### src/rtl/bp_pkg.sv
// Shared types for the branch predictor: 2-bit direction counter and its update rule.
package bp_pkg;

   typedef enum logic [1:0] {
      SNT = 2'b00,
      WNT = 2'b01,
      WT  = 2'b10,
      ST  = 2'b11
   } ctr_t;

   function automatic ctr_t ctr_next(input ctr_t ctr, input logic taken);
      if (taken) begin
         return (ctr == ST) ? ST : ctr_t'(ctr + 2'd1);
      end
      return (ctr == SNT) ? SNT : ctr_t'(ctr - 2'd1);
   endfunction

endpackage

### src/rtl/bp_table.sv
// BTB storage: valid/counter flops with async reset, tag/target/jump payload without reset.
// Two async read ports (fetch lookup and E-stage read-modify-write) and one write port.
module bp_table
   import bp_pkg::*;
#(
   parameter int ENTRIES   = 16,
   parameter int IDX_BITS  = $clog2(ENTRIES),
   parameter int PAYLOAD_W = 32
) (
   input  logic                 clk,
   input  logic                 rst,
   input  logic [IDX_BITS-1:0]  lookupIdx,
   output logic                 lookupValid,
   output ctr_t                 lookupCtr,
   output logic [PAYLOAD_W-1:0] lookupPayload,
   input  logic [IDX_BITS-1:0]  updIdx,
   output logic                 updValid,
   output ctr_t                 updCtr,
   output logic [PAYLOAD_W-1:0] updPayload,
   input  logic                 wrEn,
   input  logic [IDX_BITS-1:0]  wrIdx,
   input  ctr_t                 wrCtr,
   input  logic [PAYLOAD_W-1:0] wrPayload
);

   logic [ENTRIES-1:0]   validArr;
   ctr_t                 ctrArr     [ENTRIES];
   logic [PAYLOAD_W-1:0] payloadArr [ENTRIES];

   always_ff @(posedge clk or negedge rst) begin
      if (!rst) begin
         validArr <= '0;
         for (int i = 0; i < ENTRIES; i++) begin
            ctrArr[i] <= WNT;
         end
      end else if (wrEn) begin
         validArr[wrIdx] <= 1'b1;
         ctrArr[wrIdx]   <= wrCtr;
      end
   end

   // Tags and targets are qualified by valid, so they need no reset.
   always_ff @(posedge clk) begin
      if (wrEn) begin
         payloadArr[wrIdx] <= wrPayload;
      end
   end

   assign lookupValid   = validArr[lookupIdx];
   assign lookupCtr     = ctrArr[lookupIdx];
   assign lookupPayload = payloadArr[lookupIdx];
   assign updValid      = validArr[updIdx];
   assign updCtr        = ctrArr[updIdx];
   assign updPayload    = payloadArr[updIdx];

endmodule

### src/rtl/branch_predictor.sv
// Direct-mapped BTB branch predictor: zero-latency fetch lookup, E-stage training and mispredict detection.
// Optional gshare indexing with a non-speculative global history is enabled by defining BP_GSHARE_EN.
module branch_predictor
   import bp_pkg::*;
#(
   parameter int DATA_WIDTH = 32,
   parameter int ENTRIES    = 16,
   parameter int IDX_BITS   = $clog2(ENTRIES)
) (
   input  logic                  clk,
   input  logic                  rst,
   input  logic [DATA_WIDTH-1:0] PCF,
   output logic                  PredTakenF,
   output logic [DATA_WIDTH-1:0] PredTargetF,
   output logic [IDX_BITS-1:0]   GhrF,
   input  logic                  InstrValidE,
   input  logic                  BranchE,
   input  logic                  JumpE,
   input  logic                  TakenE,
   input  logic [DATA_WIDTH-1:0] TargetE,
   input  logic [DATA_WIDTH-1:0] PCE,
   input  logic                  PredTakenE,
   input  logic [DATA_WIDTH-1:0] PredTargetE,
   input  logic [IDX_BITS-1:0]   GhrE,
   output logic                  MispredictE,
   output logic [DATA_WIDTH-1:0] RecoverPCE
);

   localparam int TAG_W     = DATA_WIDTH - IDX_BITS - 2;
   localparam int PAYLOAD_W = TAG_W + DATA_WIDTH + 1;

   typedef struct packed {
      logic                  valid;
      logic [TAG_W-1:0]      tag;
      logic [DATA_WIDTH-1:0] target;
      logic                  jump;
      ctr_t                  ctr;
   } btb_entry_t;

   logic [IDX_BITS-1:0]  pcIdxF, pcIdxE, lookupIdx, updIdx;
   logic [TAG_W-1:0]     tagF, tagE;
   logic                 lookupValid, updValid;
   ctr_t                 lookupCtr, updCtr, wrCtr;
   logic [PAYLOAD_W-1:0] lookupPayload, updPayload, wrPayload;
   logic                 wrEn, updE, hitF, hitE;
   btb_entry_t           lookupEnt, updEnt;
   logic                 unusedBits;

   assign pcIdxF     = PCF[IDX_BITS+1:2];
   assign pcIdxE     = PCE[IDX_BITS+1:2];
   assign tagF       = PCF[DATA_WIDTH-1:IDX_BITS+2];
   assign tagE       = PCE[DATA_WIDTH-1:IDX_BITS+2];
   assign unusedBits = ^{PCF[1:0], PCE[1:0]};

   assign updE = InstrValidE && (BranchE || JumpE);

`ifdef BP_GSHARE_EN
   logic [IDX_BITS-1:0] ghr;

   // Shift a resolved outcome into the LSB; works down to a 1-bit history.
   function automatic logic [IDX_BITS-1:0] histShift(input logic [IDX_BITS-1:0] hist,
                                                     input logic taken);
      logic [IDX_BITS:0] ext;
      ext = {hist, taken};
      return ext[IDX_BITS-1:0];
   endfunction

   // A mispredicting branch rebuilds history from the snapshot it was predicted with.
   always_ff @(posedge clk or negedge rst) begin
      if (!rst) begin
         ghr <= '0;
      end else if (updE && BranchE) begin
         ghr <= MispredictE ? histShift(GhrE, TakenE) : histShift(ghr, TakenE);
      end
   end

   assign lookupIdx = pcIdxF ^ ghr;
   assign updIdx    = pcIdxE ^ GhrE;
   assign GhrF      = ghr;
`else
   logic unusedGhr;

   assign unusedGhr = ^GhrE;
   assign lookupIdx = pcIdxF;
   assign updIdx    = pcIdxE;
   assign GhrF      = '0;
`endif

   bp_table #(
      .ENTRIES  (ENTRIES),
      .IDX_BITS (IDX_BITS),
      .PAYLOAD_W(PAYLOAD_W)
   ) uTable (
      .clk          (clk),
      .rst          (rst),
      .lookupIdx    (lookupIdx),
      .lookupValid  (lookupValid),
      .lookupCtr    (lookupCtr),
      .lookupPayload(lookupPayload),
      .updIdx       (updIdx),
      .updValid     (updValid),
      .updCtr       (updCtr),
      .updPayload   (updPayload),
      .wrEn         (wrEn),
      .wrIdx        (updIdx),
      .wrCtr        (wrCtr),
      .wrPayload    (wrPayload)
   );

   assign lookupEnt = {lookupValid, lookupPayload, lookupCtr};
   assign updEnt    = {updValid, updPayload, updCtr};

   assign hitF        = lookupEnt.valid && (lookupEnt.tag == tagF);
   assign hitE        = updEnt.valid && (updEnt.tag == tagE);
   assign PredTakenF  = hitF && (lookupEnt.jump || lookupEnt.ctr[1]);
   assign PredTargetF = lookupEnt.target;

   // Hits train in place; a taken miss allocates weakly-taken; a not-taken miss leaves the table alone.
   always_comb begin
      wrEn      = 1'b0;
      wrCtr     = WT;
      wrPayload = {tagE, TargetE, JumpE};
      if (updE) begin
         if (hitE) begin
            wrEn      = 1'b1;
            wrCtr     = ctr_next(updEnt.ctr, TakenE);
            wrPayload = {tagE, (TakenE ? TargetE : updEnt.target), JumpE};
         end else if (TakenE) begin
            wrEn = 1'b1;
         end
      end
   end

   assign MispredictE = (updE && ((PredTakenE != TakenE) ||
                                  (TakenE && (PredTargetE != TargetE)))) ||
                        (InstrValidE && !BranchE && !JumpE && PredTakenE);

   assign RecoverPCE = (updE && TakenE) ? TargetE : PCE + DATA_WIDTH'(4);

endmodule
### config.mk
export PLATFORM = sky130hd
export DESIGN_NAME = branch_predictor
export DESIGN_NICKNAME = d
export VERILOG_FILES = /design/src/rtl/bp_pkg.sv /design/src/rtl/bp_table.sv /design/src/rtl/branch_predictor.sv
export SDC_FILE = /design/constraint.sdc
export NUM_CORES = 1
export LEC_CHECK = 0
export BUFFER_PORTS_ARGS = -buffer_cell sky130_fd_sc_hd__buf_4
export CELL_PAD_IN_SITES_DETAIL_PLACEMENT = 2
export CELL_PAD_IN_SITES_GLOBAL_PLACEMENT = 2
export CORE_MARGIN = 8
export CORE_UTILIZATION = 40
export CTS_CLUSTER_DIAMETER = 50
export DETAILED_ROUTE_END_ITERATION = 8
export PLACE_DENSITY = 0.81
export SLEW_MARGIN = 40
export SYNTH_ARGS = -nofsm -noshare
export SYNTH_HDL_FRONTEND = slang
export SYNTH_HIERARCHICAL = 1
export SYNTH_SLANG_ARGS = --single-unit
export TNS_END_PERCENT = 5
### constraint.sdc
create_clock -name clk -period 6.8 [get_ports clk]
set_clock_uncertainty 0.1 [all_clocks]
set_input_delay 1.36 -clock clk [delete_from_list [all_inputs] [get_ports clk]]
set_output_delay 1.36 -clock clk [all_outputs]
set_load 0.05 [all_outputs]
==> flow_summary.yaml <==
drt:
  dr.pass1.iters: 7
  dr_wl_met3_um: 17300
  wl_um: 177000
  vias_per_cell: 6.85
  via_count: 29500
  post_drt_wl_per_cell_um: 41.1
  wl_met2_um: 87700
  drc: 0
  drtAntennaViolNets: 0
  drt-met1-wl_um: 65000
  routed.top_layer: "met5"
  drt_iter0_markers: 3953
floorplanning:
  io_pins: 209
  die_x_um: 358
  start_util_pct: 40.3
  rows: 125
  dieArea_mm2: 0.128
  die_h_um: 358
  coreArea_mm2: 0.116
finish:
  area_delta_synth_final_pct: 17.2
  fill_cells: 10300
  drive_above_1_share_pct: 40.6
  final_nets: 2809
  final_core_util_pct: 47.3
timing:
  fmax_mhz: 162
  slew_violations: 0
  setup_viol: 0
  tns_ns: 0
  worstMarginPinSlew_ns: 0.865
  layout_setup_ws_ns: 0.641
  period_needed_ns: 6.16
  finalHoldViolations: 0
  relSlewSlack_pct: 42.2
  timing.final.crit_share_pct: 90.6
  rsz0062_at_grt: "no"
status:
  status: "completed"
clock_tree:
  cts_tree: "done"
  cts_made_buffers: 116
  h-tree-depth: 3
  postCtsSetupRepairBufs: 0
  hold_buffers: 0
  path_clk_slew_ns: 0.06
  clockBufferDepth: 3
  cts_resized: 0
  clock_latency_ns: 0.74
  clock_tree.root_cell: "clkbuf_16"
  cts_num_sinks: 992
critical_path:
  r2r_end: "uTable/payloadArr[0][33]"
  cp-end-kind: "output port"
  r2r_cells: 12
  r2r-start: "uTable/payloadArr[10][43]"
  worstSetupStartpointType: "primary input"
  cp_max_fo: 45
  arrival_ns: 4.70
  crit_type: "in2out"
  critPathRequiredTime_ns: 5.34
  reg2reg_slack_ns: 1.86
logic_synthesis:
  yosysWarnings: 6
  syn_avg_cell_area_um2: 19.4
  netlist_area_mm2: 0.0468
  syn_inst: 2417
worst_hold_path:
  whs_path_depth: 1
  hold_start: "uTable/validArr[6]"
  hold_path.class: "reg2reg"
  whs_endpoint: "uTable/validArr[6]"
run:
  max_cap_viol_count: 0
place:
  dpl.hpwl_um: 106000
  pre_cts_ws_ns: 0.248
  globalplace.congestion: 0.797
  port_buffers: 198
pwr:
  vdd_ir_drop_max_mv: 0.209
  p_per_area_mw_per_mm2: 272
  power_leakage_uw: 0.0179
grt:
  antenna_found_initial: 13
  grt_pass1_wl_um: 248000
  grt_pass1_vias: 31800
  grt_remaining_overflow: 0
  grtUsageTotal_pct: 27.2
  grt_start_max_net_pins: 93
[critical path, stage by stage]
cell	delay, ns
buf_8	0.42
buf_4	0.57
buf_4	0.60
nand2_1	0.20
nor3_1	0.23
buf_4	0.26
nand3_1	0.11
xor2_1	0.24
a21oi_1	0.36
buf_4	0.27
[per-stage QoR]
stage / cells / power [µW] / hold WS, ns / instance area (µm²)
floorplan: 2420 / 7890 / 0.346 / 46800
global placement: 4074 / 8430 / 0.365 / 50800
detailed placement: 4074 / 8530 / 0.383 / 50900
CTS: 4294 / 15000 / 0.421 / 54800
global route: 4297 / 15200 / 0.434 / 54900
finish: 4301 / 14900 / 0.423 / 54900
[routing by layer]
metal | vias to the layer above | global-route usage (%)
met5 | - | 0
met4 | 12 | 9.81
met3 | 473 | 6.04
met2 | 2172 | 45.9
met1 | 15900 | 34.5
li1 | 10900 | -
[area by class of cell]
class	count	area, µm²	area share (%)
flip-flops and latches	992	29600	53.9
clock inverters	78	779	1.42
multi-input cells	1236	16400	29.9
well taps	1524	1910	3.48
repair buffers	317	2960	5.40
diodes	6	15.0	0.0274
inverters	6	26.3	0.0479
clock buffers	142	3190	5.81
[registers in the layout (all words and copies together), names as in the netlist]
name / cells
uTable/ctrArr: 32
uTable/payloadArr: 944
uTable/validArr: 16
[how the worst max path moves through the flow]
stage | end | start | depth (start not counted) | slack [ns]
final | RecoverPCE[21] | PCE[2] | 10 | 0.64
after detailed placement | uTable/payloadArr[0][25] | PCE[2] | 14 | 0.25
after global routing | RecoverPCE[21] | PCE[2] | 10 | 0.35
after CTS | RecoverPCE[21] | PCE[2] | 10 | 0.54
after global placement | uTable/payloadArr[0][20] | PCE[2] | 14 | 0.42
after floorplan | uTable/ctrArr[25] | PCE[2] | 14 | -0.47
[where the power goes]
part / total (µW) / internal, µW / switching [µW]
combinational: 1580 / 615 / 967
sequential: 6870 / 6790 / 79.7
clock: 6490 / 3710 / 2770
[layout by cell type, fill, tap and decap left out, types with 9 or more instances in the layout]
cell and instances:
dfstp_2 16, nor4_1 10, mux2_4 30, buf_12 42, clkbuf_1 13, clkbuf_16 121
clkinv_4 9, a21oi_1 31, buf_4 269, a22oi_1 244, bufinv_16 9, xnor2_1 44
nand2_1 131, mux2_2 35, edfxtp_1 944, nand4_1 22, nor2_1 31, or2_2 16
xor2_1 68, nand3_1 15, inv_6 9, dfrtp_1 32, clkinv_1 16, clkinv_2 22
nor2_4 12, mux4_2 488, clkbuf_8 9
Note: power is estimated with default switching activity, not from simulation.
